[src/rtl/dpram_req_scheduler_pkg.sv]
// Shared constants and request type for the dual-port RAM request scheduler.
package dpram_sched_pkg;

  localparam int DEF_AW        = 6;
  localparam int DEF_DW        = 16;
  localparam int DEF_RSP_DEPTH = 4;

  typedef struct packed {
    logic              we;
    logic [DEF_AW-1:0] addr;
    logic [DEF_DW-1:0] wdata;
  } req_t;

  // Wide enough to hold 0..depth inclusive.
  function automatic int credit_w(input int depth);
    return $clog2(depth) + 1;
  endfunction

endpackage

[src/rtl/dpram_req_scheduler_if.sv]
// Request, RAM-port and response bundle for the scheduler; slave is the scheduler side.
interface dpram_req_scheduler_if import dpram_sched_pkg::*; #(
  parameter int AW = DEF_AW,
  parameter int DW = DEF_DW
);
  logic [1:0]      req_valid;
  logic            req_ready;
  logic [1:0]      req_we;
  logic [2*AW-1:0] req_addr;
  logic [2*DW-1:0] req_wdata;

  logic            ram_ena, ram_enb, ram_wea, ram_web;
  logic [AW-1:0]   ram_addra, ram_addrb;
  logic [DW-1:0]   ram_dia, ram_dib, ram_doa, ram_dob;

  logic            rsp_valid, rsp_ready;
  logic [DW-1:0]   rsp_data;

  modport master (
    output req_valid, req_we, req_addr, req_wdata, rsp_ready, ram_doa, ram_dob,
    input  req_ready, ram_ena, ram_enb, ram_wea, ram_web, ram_addra, ram_addrb,
           ram_dia, ram_dib, rsp_valid, rsp_data
  );

  modport slave (
    input  req_valid, req_we, req_addr, req_wdata, rsp_ready, ram_doa, ram_dob,
    output req_ready, ram_ena, ram_enb, ram_wea, ram_web, ram_addra, ram_addrb,
           ram_dia, ram_dib, rsp_valid, rsp_data
  );
endinterface

[src/rtl/dpram_req_scheduler_rsp_fifo.sv]
// Response FIFO: up to two pushes (push1 implies push0) and one pop per cycle.
module dpram_rsp_fifo import dpram_sched_pkg::*; #(
  parameter  int DW    = DEF_DW,
  parameter  int DEPTH = DEF_RSP_DEPTH,
  localparam int PW    = $clog2(DEPTH),
  localparam int CW    = credit_w(DEPTH)
) (
  input  logic          clk,
  input  logic          rst_n,
  input  logic          i_push0,
  input  logic          i_push1,
  input  logic [DW-1:0] i_data0,
  input  logic [DW-1:0] i_data1,
  input  logic          i_pop,
  output logic [DW-1:0] o_data,
  output logic          o_valid,
  output logic [CW-1:0] o_count
);
  logic [DW-1:0] r_mem [DEPTH];
  logic [PW-1:0] r_wr, r_rd;
  logic [CW-1:0] r_cnt;
  logic          w_pop;

  assign o_valid = (r_cnt != '0);
  assign w_pop   = o_valid && i_pop;
  assign o_data  = r_mem[r_rd];
  assign o_count = r_cnt;

  always_ff @(posedge clk) begin
    if (i_push0) r_mem[r_wr] <= i_data0;
    if (i_push1) r_mem[r_wr + PW'(1)] <= i_data1;
  end

  always_ff @(posedge clk or negedge rst_n) begin
    if (!rst_n) begin
      r_wr  <= '0;
      r_rd  <= '0;
      r_cnt <= '0;
    end else begin
      r_wr  <= r_wr + PW'(i_push0) + PW'(i_push1);
      r_rd  <= r_rd + PW'(w_pop);
      r_cnt <= r_cnt + CW'(i_push0) + CW'(i_push1) - CW'(w_pop);
    end
  end
endmodule

[src/rtl/dpram_req_scheduler.sv]
// Maps an ordered request pair onto RAM ports A/B, serialising same-address
// hazards, and returns read data in order through a credit-protected FIFO.
module dpram_req_scheduler import dpram_sched_pkg::*; #(
  parameter int AW        = DEF_AW,
  parameter int DW        = DEF_DW,
  parameter int RSP_DEPTH = DEF_RSP_DEPTH
) (
  input logic                  clk,
  input logic                  rst_n,
  dpram_req_scheduler_if.slave bus
);
  localparam int CW = credit_w(RSP_DEPTH);

  req_t [1:0]    w_lane;
  req_t [1:0]    r_slot;
  logic [1:0]    r_vld;
  logic          r_pend_a, r_pend_b;
  logic [CW-1:0] w_cnt, w_free, w_need1;
  logic          w_iss0, w_iss1, w_conf, w_ready, w_acc;
  logic          w_push0, w_push1;
  logic [DW-1:0] w_pdata0;

  for (genvar i = 0; i < 2; i++) begin : g_lane
    assign w_lane[i] = '{we:    bus.req_we[i],
                         addr:  bus.req_addr[i*AW +: AW],
                         wdata: bus.req_wdata[i*DW +: DW]};
  end

  // Reads in flight in the RAM pipeline already own a FIFO slot.
  always_comb begin
    w_free  = CW'(RSP_DEPTH) - w_cnt - CW'(r_pend_a) - CW'(r_pend_b);
    w_iss0  = r_vld[0] && (r_slot[0].we || (w_free != '0));
    w_need1 = r_slot[0].we ? CW'(1) : CW'(2);
    w_conf  = (r_slot[0].addr == r_slot[1].addr) && (r_slot[0].we || r_slot[1].we);
    w_iss1  = r_vld[1] && w_iss0 && !w_conf && (r_slot[1].we || (w_free >= w_need1));
    w_ready = (!r_vld[0] || w_iss0) && (!r_vld[1] || w_iss1);
    w_acc   = w_ready && (bus.req_valid != 2'b00);
  end

  assign bus.req_ready = w_ready;

  assign bus.ram_ena   = w_iss0;
  assign bus.ram_wea   = w_iss0 && r_slot[0].we;
  assign bus.ram_addra = w_iss0 ? r_slot[0].addr : '0;
  assign bus.ram_dia   = (w_iss0 && r_slot[0].we) ? r_slot[0].wdata : '0;
  assign bus.ram_enb   = w_iss1;
  assign bus.ram_web   = w_iss1 && r_slot[1].we;
  assign bus.ram_addrb = w_iss1 ? r_slot[1].addr : '0;
  assign bus.ram_dib   = (w_iss1 && r_slot[1].we) ? r_slot[1].wdata : '0;

  always_ff @(posedge clk or negedge rst_n) begin
    if (!rst_n) begin
      r_slot   <= '0;
      r_vld    <= 2'b00;
      r_pend_a <= 1'b0;
      r_pend_b <= 1'b0;
    end else begin
      r_pend_a <= w_iss0 && !r_slot[0].we;
      r_pend_b <= w_iss1 && !r_slot[1].we;
      if (w_acc) begin
        // Compact: a lone lane1 request lands in slot0.
        r_slot[0] <= bus.req_valid[0] ? w_lane[0] : w_lane[1];
        r_slot[1] <= w_lane[1];
        r_vld     <= {&bus.req_valid, 1'b1};
      end else if (w_ready) begin
        r_vld <= 2'b00;
      end else if (w_iss0) begin
        r_slot[0] <= r_slot[1];
        r_vld     <= {1'b0, r_vld[1]};
      end
    end
  end

  // Port A data is older, so it takes the first push position.
  assign w_push0  = r_pend_a || r_pend_b;
  assign w_push1  = r_pend_a && r_pend_b;
  assign w_pdata0 = r_pend_a ? bus.ram_doa : bus.ram_dob;

  dpram_rsp_fifo #(.DW(DW), .DEPTH(RSP_DEPTH)) u_rsp_fifo (
    .clk     (clk),
    .rst_n   (rst_n),
    .i_push0 (w_push0),
    .i_push1 (w_push1),
    .i_data0 (w_pdata0),
    .i_data1 (bus.ram_dob),
    .i_pop   (bus.rsp_ready),
    .o_data  (bus.rsp_data),
    .o_valid (bus.rsp_valid),
    .o_count (w_cnt)
  );
endmodule

[src/flat_wrapper.sv]
// flat-port wrapper written by rule: the top's interface ports become plain ports
module dpram_req_scheduler_flat import dpram_sched_pkg::*;
#(
  parameter int AW        = DEF_AW,
  parameter int DW        = DEF_DW,
  parameter int RSP_DEPTH = DEF_RSP_DEPTH
)
  (clk, rst_n, bus_req_valid, bus_req_we, bus_req_addr, bus_req_wdata, bus_rsp_ready, bus_ram_doa, bus_ram_dob, bus_req_ready, bus_ram_ena, bus_ram_enb, bus_ram_wea, bus_ram_web, bus_ram_addra, bus_ram_addrb, bus_ram_dia, bus_ram_dib, bus_rsp_valid, bus_rsp_data);
  dpram_req_scheduler_if #(.AW(AW), .DW(DW)) bus_i ();
  input logic clk;
  input logic rst_n;
  input wire logic [$bits(bus_i.req_valid)-1:0] bus_req_valid;
  input wire logic [$bits(bus_i.req_we)-1:0] bus_req_we;
  input wire logic [$bits(bus_i.req_addr)-1:0] bus_req_addr;
  input wire logic [$bits(bus_i.req_wdata)-1:0] bus_req_wdata;
  input wire logic [$bits(bus_i.rsp_ready)-1:0] bus_rsp_ready;
  input wire logic [$bits(bus_i.ram_doa)-1:0] bus_ram_doa;
  input wire logic [$bits(bus_i.ram_dob)-1:0] bus_ram_dob;
  output wire logic [$bits(bus_i.req_ready)-1:0] bus_req_ready;
  output wire logic [$bits(bus_i.ram_ena)-1:0] bus_ram_ena;
  output wire logic [$bits(bus_i.ram_enb)-1:0] bus_ram_enb;
  output wire logic [$bits(bus_i.ram_wea)-1:0] bus_ram_wea;
  output wire logic [$bits(bus_i.ram_web)-1:0] bus_ram_web;
  output wire logic [$bits(bus_i.ram_addra)-1:0] bus_ram_addra;
  output wire logic [$bits(bus_i.ram_addrb)-1:0] bus_ram_addrb;
  output wire logic [$bits(bus_i.ram_dia)-1:0] bus_ram_dia;
  output wire logic [$bits(bus_i.ram_dib)-1:0] bus_ram_dib;
  output wire logic [$bits(bus_i.rsp_valid)-1:0] bus_rsp_valid;
  output wire logic [$bits(bus_i.rsp_data)-1:0] bus_rsp_data;
  assign bus_i.req_valid = bus_req_valid;
  assign bus_i.req_we = bus_req_we;
  assign bus_i.req_addr = bus_req_addr;
  assign bus_i.req_wdata = bus_req_wdata;
  assign bus_i.rsp_ready = bus_rsp_ready;
  assign bus_i.ram_doa = bus_ram_doa;
  assign bus_i.ram_dob = bus_ram_dob;
  assign bus_req_ready = bus_i.req_ready;
  assign bus_ram_ena = bus_i.ram_ena;
  assign bus_ram_enb = bus_i.ram_enb;
  assign bus_ram_wea = bus_i.ram_wea;
  assign bus_ram_web = bus_i.ram_web;
  assign bus_ram_addra = bus_i.ram_addra;
  assign bus_ram_addrb = bus_i.ram_addrb;
  assign bus_ram_dia = bus_i.ram_dia;
  assign bus_ram_dib = bus_i.ram_dib;
  assign bus_rsp_valid = bus_i.rsp_valid;
  assign bus_rsp_data = bus_i.rsp_data;
  dpram_req_scheduler #(.AW(AW), .DW(DW), .RSP_DEPTH(RSP_DEPTH)) u_core (.clk(clk), .rst_n(rst_n), .bus(bus_i));
endmodule
[config.mk]
export PLATFORM = sky130hd
export DESIGN_NAME = dpram_req_scheduler_flat
export DESIGN_NICKNAME = d
export VERILOG_FILES = /design/src/rtl/dpram_req_scheduler_pkg.sv /design/src/rtl/dpram_req_scheduler_if.sv /design/src/rtl/dpram_req_scheduler_rsp_fifo.sv /design/src/rtl/dpram_req_scheduler.sv /design/src/flat_wrapper.sv
export SDC_FILE = /design/constraint.sdc
export NUM_CORES = 1
export LEC_CHECK = 0
export BUFFER_PORTS_ARGS = -buffer_cell sky130_fd_sc_hd__buf_2
export CAP_MARGIN = 20
export CORE_ASPECT_RATIO = 0.75
export CORE_MARGIN = 5
export CORE_UTILIZATION = 54
export DETAILED_ROUTE_END_ITERATION = 10
export PLACE_DENSITY = 0.86
export SYNTH_ARGS = -nofsm -noshare
export SYNTH_HDL_FRONTEND = slang
export SYNTH_SLANG_ARGS = --single-unit
[constraint.sdc]
create_clock -name clk -period 4.3 [get_ports clk]
set_input_delay 0.43 -clock clk [delete_from_list [all_inputs] [get_ports clk]]
set_output_delay 0.43 -clock clk [all_outputs]
set_load 0.005 [all_outputs]
==> impl_metrics.json <==
{
  "outcome": "finished, final reports clean",
  "netlist_top_cells_area": "edfxtp_1 (30%), dfrtp_1 (22%), mux2_2 (21%)",
  "ys_warn_count": 0,
  "synth.distinct_cells": 45,
  "cts_buffer_depth": 2,
  "tightest_slew_ns": 1.04,
  "grtUsageTotal": 0.217,
  "seq_power_share": 0.332,
  "post_drt_wl_per_cell_um": 19.0,
  "place_hpwl_um": 10500,
  "seq_area_frac_synth": 0.518,
  "clkPwrFrac": 0.207,
  "clock_skew_ns": 0.0100,
  "post_cts_hold_buffer_count": 0,
  "dpl.cell_count": 745,
  "die_area_um2": 14300,
  "synthesis.nets": 550,
  "grt_max_degree": 58,
  "cts.clk_slew.worst_paths_ns": 0.06,
  "first_pass_iters": 4,
  "setup_viol": 0,
  "max_freq_mhz": 254,
  "core_area_um2": 11700,
  "io_pins": 149,
  "synthFlopType": "edfxtp_1",
  "worstSetupStartpointType": "flip-flop",
  "switching_power_uw": 2360,
  "synth-seq-cells": 121,
  "hold_viol_final": 0,
  "p_per_area_nw_per_um2": 829,
  "grt_overflow": 0,
  "p_leak_uw": 0.00344,
  "antenna_found_initial": 0,
  "crit_fanout": 17,
  "htree_levels": 4,
  "nets": 698,
  "setup_tns_ns": 0,
  "drcViolationCount": 0,
  "drt_iter0_markers": 313,
  "drive_gt1_frac": 0.553,
  "switching_share": 0.358,
  "fin_crit_ns": 3.93,
  "yosys.area.top_type": "edfxtp_1",
  "cp.arrival_ns": 3.50,
  "fp.dieW_um": 136,
  "port_buffers": 148,
  "grt_pass1_wl_um": 24100,
  "fin_util": 0.680,
  "cts_buffers": 17,
  "synth_area_um2": 6460,
  "synth_edf_count": 64,
  "post_cts_buffers": 0,
  "comb_power_share": 0.461,
  "slew_viol_final": 0,
  "fin_crit_sh": 0.914,
  "fp.dieH_um": 105,
  "cts_resized": 0,
  "endpoint_kind": "output port",
  "placementRows": 34,
  "viasPerCell": 5.56,
  "ant_nets": 0,
  "timing.max_slew.rel_slack": 0.307,
  "yosysMostFrequentCell": "mux2_2",
  "drv_cap": 0,
  "yosys.area.top_type_share": 0.298,
  "area_growth_pct": 22.8,
  "synth_common_cells": "mux2_2 (118), edfxtp_1 (64), dfrtp_1 (57)",
  "clk-insertion-delay-late_ns": 0.41,
  "routed_wl_um": 14800,
  "critical_path_required_ns": 3.87,
  "stdcell_count": 779,
  "peakVddDrop_uv": 445,
  "diodes": 0,
  "grt_setup_unrepaired": "no",
  "cts_sinks": 121,
  "postSynthCellCount": 456,
  "critPathKind": "reg2out",
  "cts_root_buffer": "clkbuf_16",
  "syn_avg_cell_area_um2": 14.2,
  "intPower_uw": 4220,
  "grt_pass1_vias": 4667,
  "hold_class": "in2async",
  "start_util": 0.554,
  "synthArstFlopShare": 0.471,
  "tritoncts": "built",
  "via_count": 4334,
  "place_congestion": 0.768
}
## critical path, cell delays in order, from the launching register on
cell	delay [ns]
dfrtp_1	0.50
ha_1	0.24
ha_1	0.28
inv_1	0.04
ha_1	0.30
or3_1	0.38
o21ai_4	0.33
inv_2	0.08
o21a_4	0.15
and3_1	0.40
and2_1	0.27
buf_2	0.12
## per-layer routing
layer,vias to the layer above,global-route usage,wire length [µm]
met4,0,0.0842,270
met2,129,0.362,7590
met1,2185,0.281,6350
li1,1995,-,-
met5,-,0,0
met3,25,0.0418,613
## layout make-up
class	instances	area [µm²]
Clock inverter	15	144
Fill cell	865	3720
Inverter	21	78.8
Timing Repair Buffer	156	837
Sequential cell	121	3350
Multi-Input combinational cell	287	2900
Clock buffer	17	425
Tap cell	162	203
## registers in the layout (all words and copies together) (netlist names)
name / count
u_core.u_rsp_fifo.r_mem: 64
u_core.r_slot: 46
u_core.u_rsp_fifo.o_count: 3
u_core.r_vld: 2
u_core.u_rsp_fifo.r_rd: 2
u_core.u_rsp_fifo.r_wr: 2
u_core.r_pend_a: 1
u_core.r_pend_b: 1
## metrics by stage
step / worst slack (ns) / area [µm²] / hold slack [ns] / total power [µW]
floorplan: 1.20 / 6460 / 0.134 / 4310
global placement: 0.579 / 7320 / 0.478 / 5060
detailed placement: 0.454 / 7320 / 0.492 / 5210
CTS: 0.370 / 7890 / 0.191 / 6590
global route: 0.192 / 7930 / 0.226 / 6990
finish: 0.369 / 7930 / 0.158 / 6580
## worst paths after layout
| kind | cells after the start | endpoint | startpoint | slack [ns] |
|---|---|---|---|---|
| max in group asynchronous | 2 | u_core.r_slot[31] | rst_n | 3.63 |
| min in group clk | 2 | u_core.r_slot[28] | bus_req_wdata[21] | 0.26 |
| worst min register to register | 2 | u_core.r_slot[2] | u_core.r_slot[25] | 0.51 |
| worst min-delay path | 2 | u_core.r_slot[0] | rst_n | 0.16 |
| worst max-delay path | 11 | bus_ram_dib[13] | u_core.r_pend_a | 0.37 |
| worst max register to register | 11 | u_core.r_slot[14] | u_core.r_pend_a | 0.40 |
## power groups by stage
stage	clock network [µW]	registers [µW]	logic [µW]
2_1_floorplan	0	1990	2310
3_3_place_gp	0	2190	2860
3_5_place_dp	0	2230	2980
4_1_cts	1370	2220	3000
5_1_grt	1440	2250	3300
6_report	1360	2190	3030
## logic make-up after synthesis
group,share of synthesized area
muxes,0.297
DFF,0.518
and+or+nand+nor,0.0676
buffers and inverters,0.0345
AOI/OAI and AO/OA,0.0401
xor gates and xnor gates,0.0174
adders and majority gates,0.0248
## layout by cell type, fill, tap and decap left out, drive strengths merged, types with 2 or more instances in the layout
cell,Yosys,final
nor2,11,11
edfxtp,64,64
a21oi,4,4
dfrtp,57,57
mux2,126,126
nand3,2,2
buf,8,156
mux2i,11,11
clkinvlp,0,3
or3,3,3
xor2,3,3
and2,24,24
nand2,20,20
and3,18,18
clkbuf,19,17
o221ai,10,10
clkinv,0,7
inv,21,25
xnor2,7,7
o21ai,6,6
ha,8,8
mux4,16,16
fa,3,3
(Power assumes the default switching activity.)
